[config.mk]
export PLATFORM = sky130hd
export DESIGN_NAME = key_debounce_blck
export DESIGN_NICKNAME = d
export VERILOG_FILES = /design/src/rtl/key_pkg.sv /design/src/rtl/key_debounce_unit.sv /design/src/rtl/key_debounce_blck.sv
export SDC_FILE = /design/constraint.sdc
export NUM_CORES = 1
export LEC_CHECK = 0
export CORE_MARGIN = 8
export CORE_UTILIZATION = 49
export CTS_CLUSTER_DIAMETER = 150
export DETAILED_ROUTE_END_ITERATION = 16
export PLACE_DENSITY_LB_ADDON = 0.15
export SYNTH_ARGS = -nofsm -noshare
export SYNTH_HDL_FRONTEND = slang
export SYNTH_SLANG_ARGS = --single-unit
[constraint.sdc]
create_clock -name i_sys_clk -period 2.6 [get_ports i_sys_clk]
set_input_delay 0.52 -clock i_sys_clk [delete_from_list [all_inputs] [get_ports i_sys_clk]]
set_output_delay 0.52 -clock i_sys_clk [all_outputs]
set_load 0.005 [all_outputs]
[src/rtl/key_pkg.sv]
// Shared key/LED constants: debounce FSM encoding, default polarities and timing.
package key_pkg;

  localparam logic ST_STABLE = 1'b0;
  localparam logic ST_COUNT  = 1'b1;

  typedef enum logic {
    S_STABLE = ST_STABLE,
    S_COUNT  = ST_COUNT
  } deb_state_e;

  // Pressed-key level and lit-LED level, shared with the key/LED block.
  localparam logic MD_PRESS = 1'b0;
  localparam logic MD_LIGHT = 1'b1;

  localparam int unsigned DEF_WD_KEY      = 4;
  localparam int unsigned DEF_WD_CNT      = 20;
  // 20 ms at 50 MHz.
  localparam logic [19:0] DEF_NB_DEBOUNCE = 20'd1_000_000;

endpackage

[src/rtl/key_debounce_unit.sv]
// Single-key debounce: 2-flop synchroniser, stability counter, 2-state FSM,
// registered clean level and one-cycle press/release pulses.
// Ports:
//   i_sys_clk   system clock
//   i_rst_n     synchronous active-low reset
//   i_key_raw   raw asynchronous key pin
//   o_key       debounced level (same polarity as the pin)
//   o_press     one-cycle pulse when o_key becomes MD_PRESS
//   o_release   one-cycle pulse when o_key becomes ~MD_PRESS
module key_debounce_unit
  import key_pkg::*;
#(
  parameter int unsigned          WD_CNT      = DEF_WD_CNT,
  parameter logic [WD_CNT-1:0]    NB_DEBOUNCE = WD_CNT'(DEF_NB_DEBOUNCE),
  parameter logic                 MD_PRESS    = key_pkg::MD_PRESS
) (
  input  logic i_sys_clk,
  input  logic i_rst_n,
  input  logic i_key_raw,
  output logic o_key,
  output logic o_press,
  output logic o_release
);

  localparam logic [WD_CNT-1:0] LP_CNT_LAST = NB_DEBOUNCE - WD_CNT'(1);

  deb_state_e        r_state;
  deb_state_e        w_state_nxt;
  logic              r_s1;
  logic              r_s2;
  logic              r_key;
  logic              r_press;
  logic              r_release;
  logic [WD_CNT-1:0] r_cnt;
  logic [WD_CNT-1:0] w_cnt_nxt;
  logic              w_key_nxt;
  logic              w_press_nxt;
  logic              w_release_nxt;

  // State, synchroniser and output registers.
  always_ff @(posedge i_sys_clk) begin
    if (!i_rst_n) begin
      r_state   <= S_STABLE;
      r_s1      <= ~MD_PRESS;
      r_s2      <= ~MD_PRESS;
      r_key     <= ~MD_PRESS;
      r_cnt     <= '0;
      r_press   <= 1'b0;
      r_release <= 1'b0;
    end else begin
      r_state   <= w_state_nxt;
      r_s1      <= i_key_raw;
      r_s2      <= r_s1;
      r_key     <= w_key_nxt;
      r_cnt     <= w_cnt_nxt;
      r_press   <= w_press_nxt;
      r_release <= w_release_nxt;
    end
  end

  // Next state: a change is accepted only after s2 disagrees with the clean
  // level continuously until the counter reaches its last value.
  always_comb begin
    w_state_nxt   = r_state;
    w_cnt_nxt     = r_cnt;
    w_key_nxt     = r_key;
    w_press_nxt   = 1'b0;
    w_release_nxt = 1'b0;
    case (r_state)
      S_STABLE: begin
        w_cnt_nxt = '0;
        if (r_s2 != r_key) begin
          w_state_nxt = S_COUNT;
        end
      end
      S_COUNT: begin
        if (r_s2 == r_key) begin
          w_state_nxt = S_STABLE;
          w_cnt_nxt   = '0;
        end else if (r_cnt == LP_CNT_LAST) begin
          w_state_nxt   = S_STABLE;
          w_cnt_nxt     = '0;
          w_key_nxt     = r_s2;
          w_press_nxt   = (r_s2 == MD_PRESS);
          w_release_nxt = (r_s2 != MD_PRESS);
        end else begin
          w_cnt_nxt = r_cnt + WD_CNT'(1);
        end
      end
      default: begin
        w_state_nxt = S_STABLE;
        w_cnt_nxt   = '0;
      end
    endcase
  end

  assign o_key     = r_key;
  assign o_press   = r_press;
  assign o_release = r_release;

endmodule

[src/rtl/key_debounce_blck.sv]
// Debounce and edge-detect for a row of push-buttons; one independent
// key_debounce_unit per key.
// Ports:
//   i_sys_clk      system clock
//   i_rst_n        synchronous active-low reset
//   i_key_raw      raw asynchronous key pins
//   o_key_row      debounced key levels, same polarity as the pins
//   o_key_press    per-key one-cycle press pulses
//   o_key_release  per-key one-cycle release pulses
module key_debounce_blck
  import key_pkg::*;
#(
  parameter int unsigned       WD_KEY      = DEF_WD_KEY,
  parameter int unsigned       WD_CNT      = DEF_WD_CNT,
  parameter logic [WD_CNT-1:0] NB_DEBOUNCE = WD_CNT'(DEF_NB_DEBOUNCE),
  parameter logic              MD_PRESS    = key_pkg::MD_PRESS
) (
  input  logic              i_sys_clk,
  input  logic              i_rst_n,
  input  logic [WD_KEY-1:0] i_key_raw,
  output logic [WD_KEY-1:0] o_key_row,
  output logic [WD_KEY-1:0] o_key_press,
  output logic [WD_KEY-1:0] o_key_release
);

  for (genvar g = 0; g < WD_KEY; g++) begin : g_key
    key_debounce_unit #(
      .WD_CNT      (WD_CNT),
      .NB_DEBOUNCE (NB_DEBOUNCE),
      .MD_PRESS    (MD_PRESS)
    ) u_unit (
      .i_sys_clk (i_sys_clk),
      .i_rst_n   (i_rst_n),
      .i_key_raw (i_key_raw[g]),
      .o_key     (o_key_row[g]),
      .o_press   (o_key_press[g]),
      .o_release (o_key_release[g])
    );
  end

endmodule

After elaboration in Yosys (flattened, before gate mapping)
Index checks and enable logic that the tools add are counted.
- equality and inequality tests: 12
- bitwise logic cells: 17
- add/sub/neg operators: 4
- muxes and demuxes: 28
- reduce and logical (&&, ||, !) cells: 8
- operators with widths (kind ; number):
    20-bit 2-to-1 mux ; 8
    20-bit one-hot mux with 2 select lines ; 4
    20-bit by 1-bit adder with 20-bit output, second input constant ; 4
    20-bit == test, second input constant ; 4
    1-bit NOT ; 17
    4-bit OR reduction ; 4
    1-bit 2-to-1 mux ; 12
    3-bit AND reduction ; 4
    1-bit one-hot mux with 2 select lines ; 4
    1-bit == test ; 4
    1-bit inequality test ; 4
- input port bits: 6
- word-level logic and storage cells: 97
- output and inout bits: 12
- register bits after elaboration: 104

Longest topological paths before layout
- depth after elaboration: 4
- gate-level depth with buffers: 6
- gate-level depth less buffers: 5

Modules after synthesis
Synthesis repeated with hierarchy kept, for this count alone.
- cell total of the unflattened synthesis: 522
- area total of the unflattened synthesis: 4579.4 µm²
- modules (own cells, without submodules) (module ; cells an instance ; sequential area each (µm²) ; area each (µm²) ; instances):
    key_debounce_unit (g_key[0].u_unit ...) ; 132 ; 520.5 ; 1157.4 ; 3
    key_debounce_unit (g_key[3].u_unit) ; 126 ; 520.5 ; 1107.3 ; 1

Worst setup path before layout
Ideal clock, no wire load.
- kind: flip-flop to flip-flop
- from: register g_key[0].u_unit.r_cnt[9]
- to: register g_key[0].u_unit.r_cnt[17]
- period minus slack after synthesis: 1.823 ns
- buffers on the path: 1
- arrival time: 1.753 ns
- cell stages (with the launch flop): 6
- slack: 0.777 ns
- required time: 2.529 ns
- library setup time: 0.071 ns
- cells stage by stage: dfxtp_1 > nand4_2 > or4_1 > buf_2 > or4_1 > a21oi_1
- longest elaborated chain between the ends: 4
- elaborated cells between the ends (all ways): 5
- those cells by class: 1 x add/sub; 1 x eq/ne; 3 x mux
- RTL lines (element ; RTL line ; source):
    start, declared ; key_debounce_unit.sv:34 ; logic [WD_CNT-1:0] r_cnt;
    start signal, assigned ; key_debounce_unit.sv:55 ; r_cnt <= w_cnt_nxt;
    20-bit by 1-bit adder with 20-bit output or 20-bit == test (tied branches) ; key_debounce_unit.sv:87, key_debounce_unit.sv:80 ;
    20-bit 2-to-1 mux * ; key_debounce_unit.sv:80 ; end else if (r_cnt == LP_CNT_LAST) begin
    20-bit 2-to-1 mux * ; key_debounce_unit.sv:77 ; if (r_s2 == r_key) begin
    20-bit one-hot mux with 2 select lines * ; key_debounce_unit.sv:69 ; case (r_state)
Every way passes the cells marked *; elsewhere a longest branch is shown, timed or not.
A chain may end at the register's enable or synchronous reset.

Worst setup path in the final report
- from: register g_key[2].u_unit.r_cnt[0]
- to: register g_key[2].u_unit.r_cnt[12]
- longest elaborated chain between the ends: 4
- elaborated cells between the ends (all ways): 5
- those cells by class: 1 x add/sub; 1 x eq/ne; 3 x mux
- RTL lines (element ; RTL line):
    start, declared ; key_debounce_unit.sv:34
    start signal, assigned ; key_debounce_unit.sv:55
    20-bit by 1-bit adder with 20-bit output or 20-bit == test (tied branches) ; key_debounce_unit.sv:87, key_debounce_unit.sv:80
    20-bit 2-to-1 mux * ; key_debounce_unit.sv:80
    20-bit 2-to-1 mux * ; key_debounce_unit.sv:77
    20-bit one-hot mux with 2 select lines * ; key_debounce_unit.sv:69
Marked as above.

==> flow_summary.yaml <==
outcome:
  outcome: "finished clean"
floorplan:
  die-area_um2: 12600
  rows: 35
  io_pins: 18
  initial_utilization_pct: 49.7
  dieWidth_um: 112
  coreArea_um2: 9110
  fp.dieH_um: 112
synth:
  synth_common_cells: "dfxtp_1, nor2_1, nand3_1"
  netlist_instances: 519
  synth.largest_area_cell: "dfxtp_1"
  synth_top_area_share_pct: 46.0
  synth_nets: 529
  synth.avg_cell_area_um2: 8.72
  synth_cell_types: 42
  ys_seq_area_share_pct: 46.0
  synth_edf_count: 0
  syn-cell-area_um2: 4530
  yosys.cell_count.top_type: "dfxtp_1"
  ys_warn_count: 0
  async_reset_ff_share_pct: 0
  synth_area_leaders: "dfxtp_1, nor2_1, xor2_1, nand3_1, xnor2_1"
  synth-seq-cells: 104
  synthFlopType: "dfxtp_1"
global_routing:
  grt_max_degree: 21
  antenna_found_initial: 0
  grtUsageTotal_pct: 13.7
  overflow: 0
  first_global_vias: 3313
  grt_first_pass_wirelength_mm: 14.6
route:
  ant_nets: 0
  vias: 3540
  firstDrtPassIters: 4
  drt-vias-per-instance: 5.56
  drc_errors: 0
  wl_mm: 8.28
  first_iter_violations: 163
  wl_per_cell_um: 13.0
cts:
  cts_buffer_depth: 2
  cts_root_buf: "clkbuf_8"
  clkSinkCount: 104
  insertion_delay_ns: 0.36
  cts_hold_buf: 0
  cts_setup_buffers: 0
  clkTransAtPathRegs_ns: 0.10
  htree_num_levels: 3
  cts_buffers: 9
  cts_tree: "built"
  post_cts_resized: 0
final_layout:
  nets: 531
  regArea_um2: 2080
  areaGrowthSynthToFinish_pct: 7.96
  antenna_cells: 0
  fillCellCount: 874
  multiInputGateArea_um2: 2220
  drive_gt1_share_pct: 4.75
  final_cell_count_no_fill: 637
sta:
  skew_ns: 0.00675
  setup_viol: 0
  rsz0062_at_grt: "false"
  fin_crit_ns: 2.14
  worst_pin_slew_ns: 0.629
  fin_crit_sh_pct: 82.4
  maxSlewViolCount: 0
  fin_setup_tns_ns: 0
  relSlewSlack_pct: 58.1
  hold_viol_final: 0
  max_freq_mhz: 467
setup_path:
  worst-path-max-fanout: 20
  worstPathArrival_ns: 2.37
  required_ns: 2.83
  cp-start-kind: "register"
  crit_type: "register to register"
  endpoint_kind: "register"
placement:
  io_buffers: 17
  dp_cells: 621
  dp_hpwl_mm: 5.80
  gp_congestion: 0.789
pwr:
  leakagePower_nw: 1.48
  ir_drop_v: 0.000258
  p_per_area_nw_per_um2: 524
  finalPower_mw: 2.56
run:
  drv_cap: 0
worst_hold_path:
  hp-class: "register to register"
==> state kept, by name, indices dropped and copies added (netlist names) <==
| name | cells |
|---|---|
| g_key.u_unit.o_release | 4 |
| g_key.u_unit.r_state | 4 |
| g_key.u_unit.o_press | 4 |
| g_key.u_unit.r_s1 | 4 |
| g_key.u_unit.r_s2 | 4 |
| g_key.u_unit.r_cnt | 80 |
| g_key.u_unit.o_key | 4 |
==> metal layers <==
metal | up-vias | GRT usage (%) | part of all wire [%]
met5 | - | 0 | 0
met4 | 0 | 3.78 | 0.94
met3 | 7 | 4.67 | 3.7
met2 | 34 | 22.3 | 45
met1 | 1659 | 17.0 | 50
li1 | 1840 | - | -
==> final timing paths <==
| path | startpoint | to | slack [ns] | cells after the start |
|---|---|---|---|---|
| setup / recovery | g_key[2].u_unit.r_cnt[0] | g_key[2].u_unit.r_cnt[12] | 0.46 | 5 |
| hold / removal | g_key[1].u_unit.r_s1 | g_key[1].u_unit.r_s2 | 0.41 | 1 |
| setup reg to reg | g_key[2].u_unit.r_cnt[0] | g_key[2].u_unit.r_cnt[12] | 0.46 | 5 |
| hold reg to reg | g_key[1].u_unit.r_s1 | g_key[1].u_unit.r_s2 | 0.41 | 1 |
==> power by group <==
group	switching [mW]	total, mW	internal (mW)
Clock	0.532	0.935	0.404
Sequential	0.00373	1.60	1.60
Combinational	0.0115	0.0249	0.0134
Total	0.547	2.56	2.02
==> area by class of cell <==
| class | count | area share [%] |
|---|---|---|
| Clock buffer | 12 | 3.17 |
| Inverter | 18 | 1.38 |
| Timing Repair Buffer | 21 | 4.10 |
| Tap cell | 111 | 2.84 |
| Sequential cell | 104 | 42.6 |
| Clock inverter | 4 | 0.563 |
| Multi-Input combinational cell | 367 | 45.3 |
==> metrics by stage <==
stage | utilization [%] | worst slack, ns | area (um^2) | hold slack, ns
floorplan | - | 0.777 | 4530 | 0.386
global placement | 51.6 | 0.434 | 4700 | 0.391
detailed placement | 51.6 | 0.313 | 4700 | 0.391
CTS | 53.7 | 0.458 | 4890 | 0.413
global route | 53.7 | 0.261 | 4890 | 0.425
finish | 53.7 | 0.458 | 4890 | 0.410
==> logic make-up after synthesis <==
logic type | share of synthesized area (%)
buffers and inverters | 5.06
and+or+nand+nor | 30.3
DFF | 46.0
AOI/OAI and AO/OA | 8.65
adders and majority gates | 1.11
xor gates and xnor gates | 8.90
==> cells in the final DEF, fill, tap and decap left out, drive strengths merged, types with 5 or more instances in the layout <==
| cell type | instances |
|---|---|
| a21oi | 27 |
| and2 | 5 |
| and3 | 13 |
| and4 | 9 |
| clkbuf | 12 |
| clkdlybuf4s50 | 17 |
| dfxtp | 104 |
| inv | 19 |
| nand2 | 28 |
| nand2b | 10 |
| nand3 | 36 |
| nand4 | 18 |
| nor2 | 64 |
| nor3 | 7 |
| nor4 | 15 |
| o21ai | 19 |
| o31ai | 9 |
| or3 | 17 |
| or4 | 13 |
| xnor2 | 19 |
| xor2 | 27 |
==> worst max-delay path, cell delays in order (launching register included) <==
cell and delay (ns):
dfxtp_1 0.37, ha_1 0.23, nand3_1 0.17, nor4_1 0.51
a211o_1 0.62, nor2_1 0.11
Note: power is estimated with default switching activity, not from simulation.
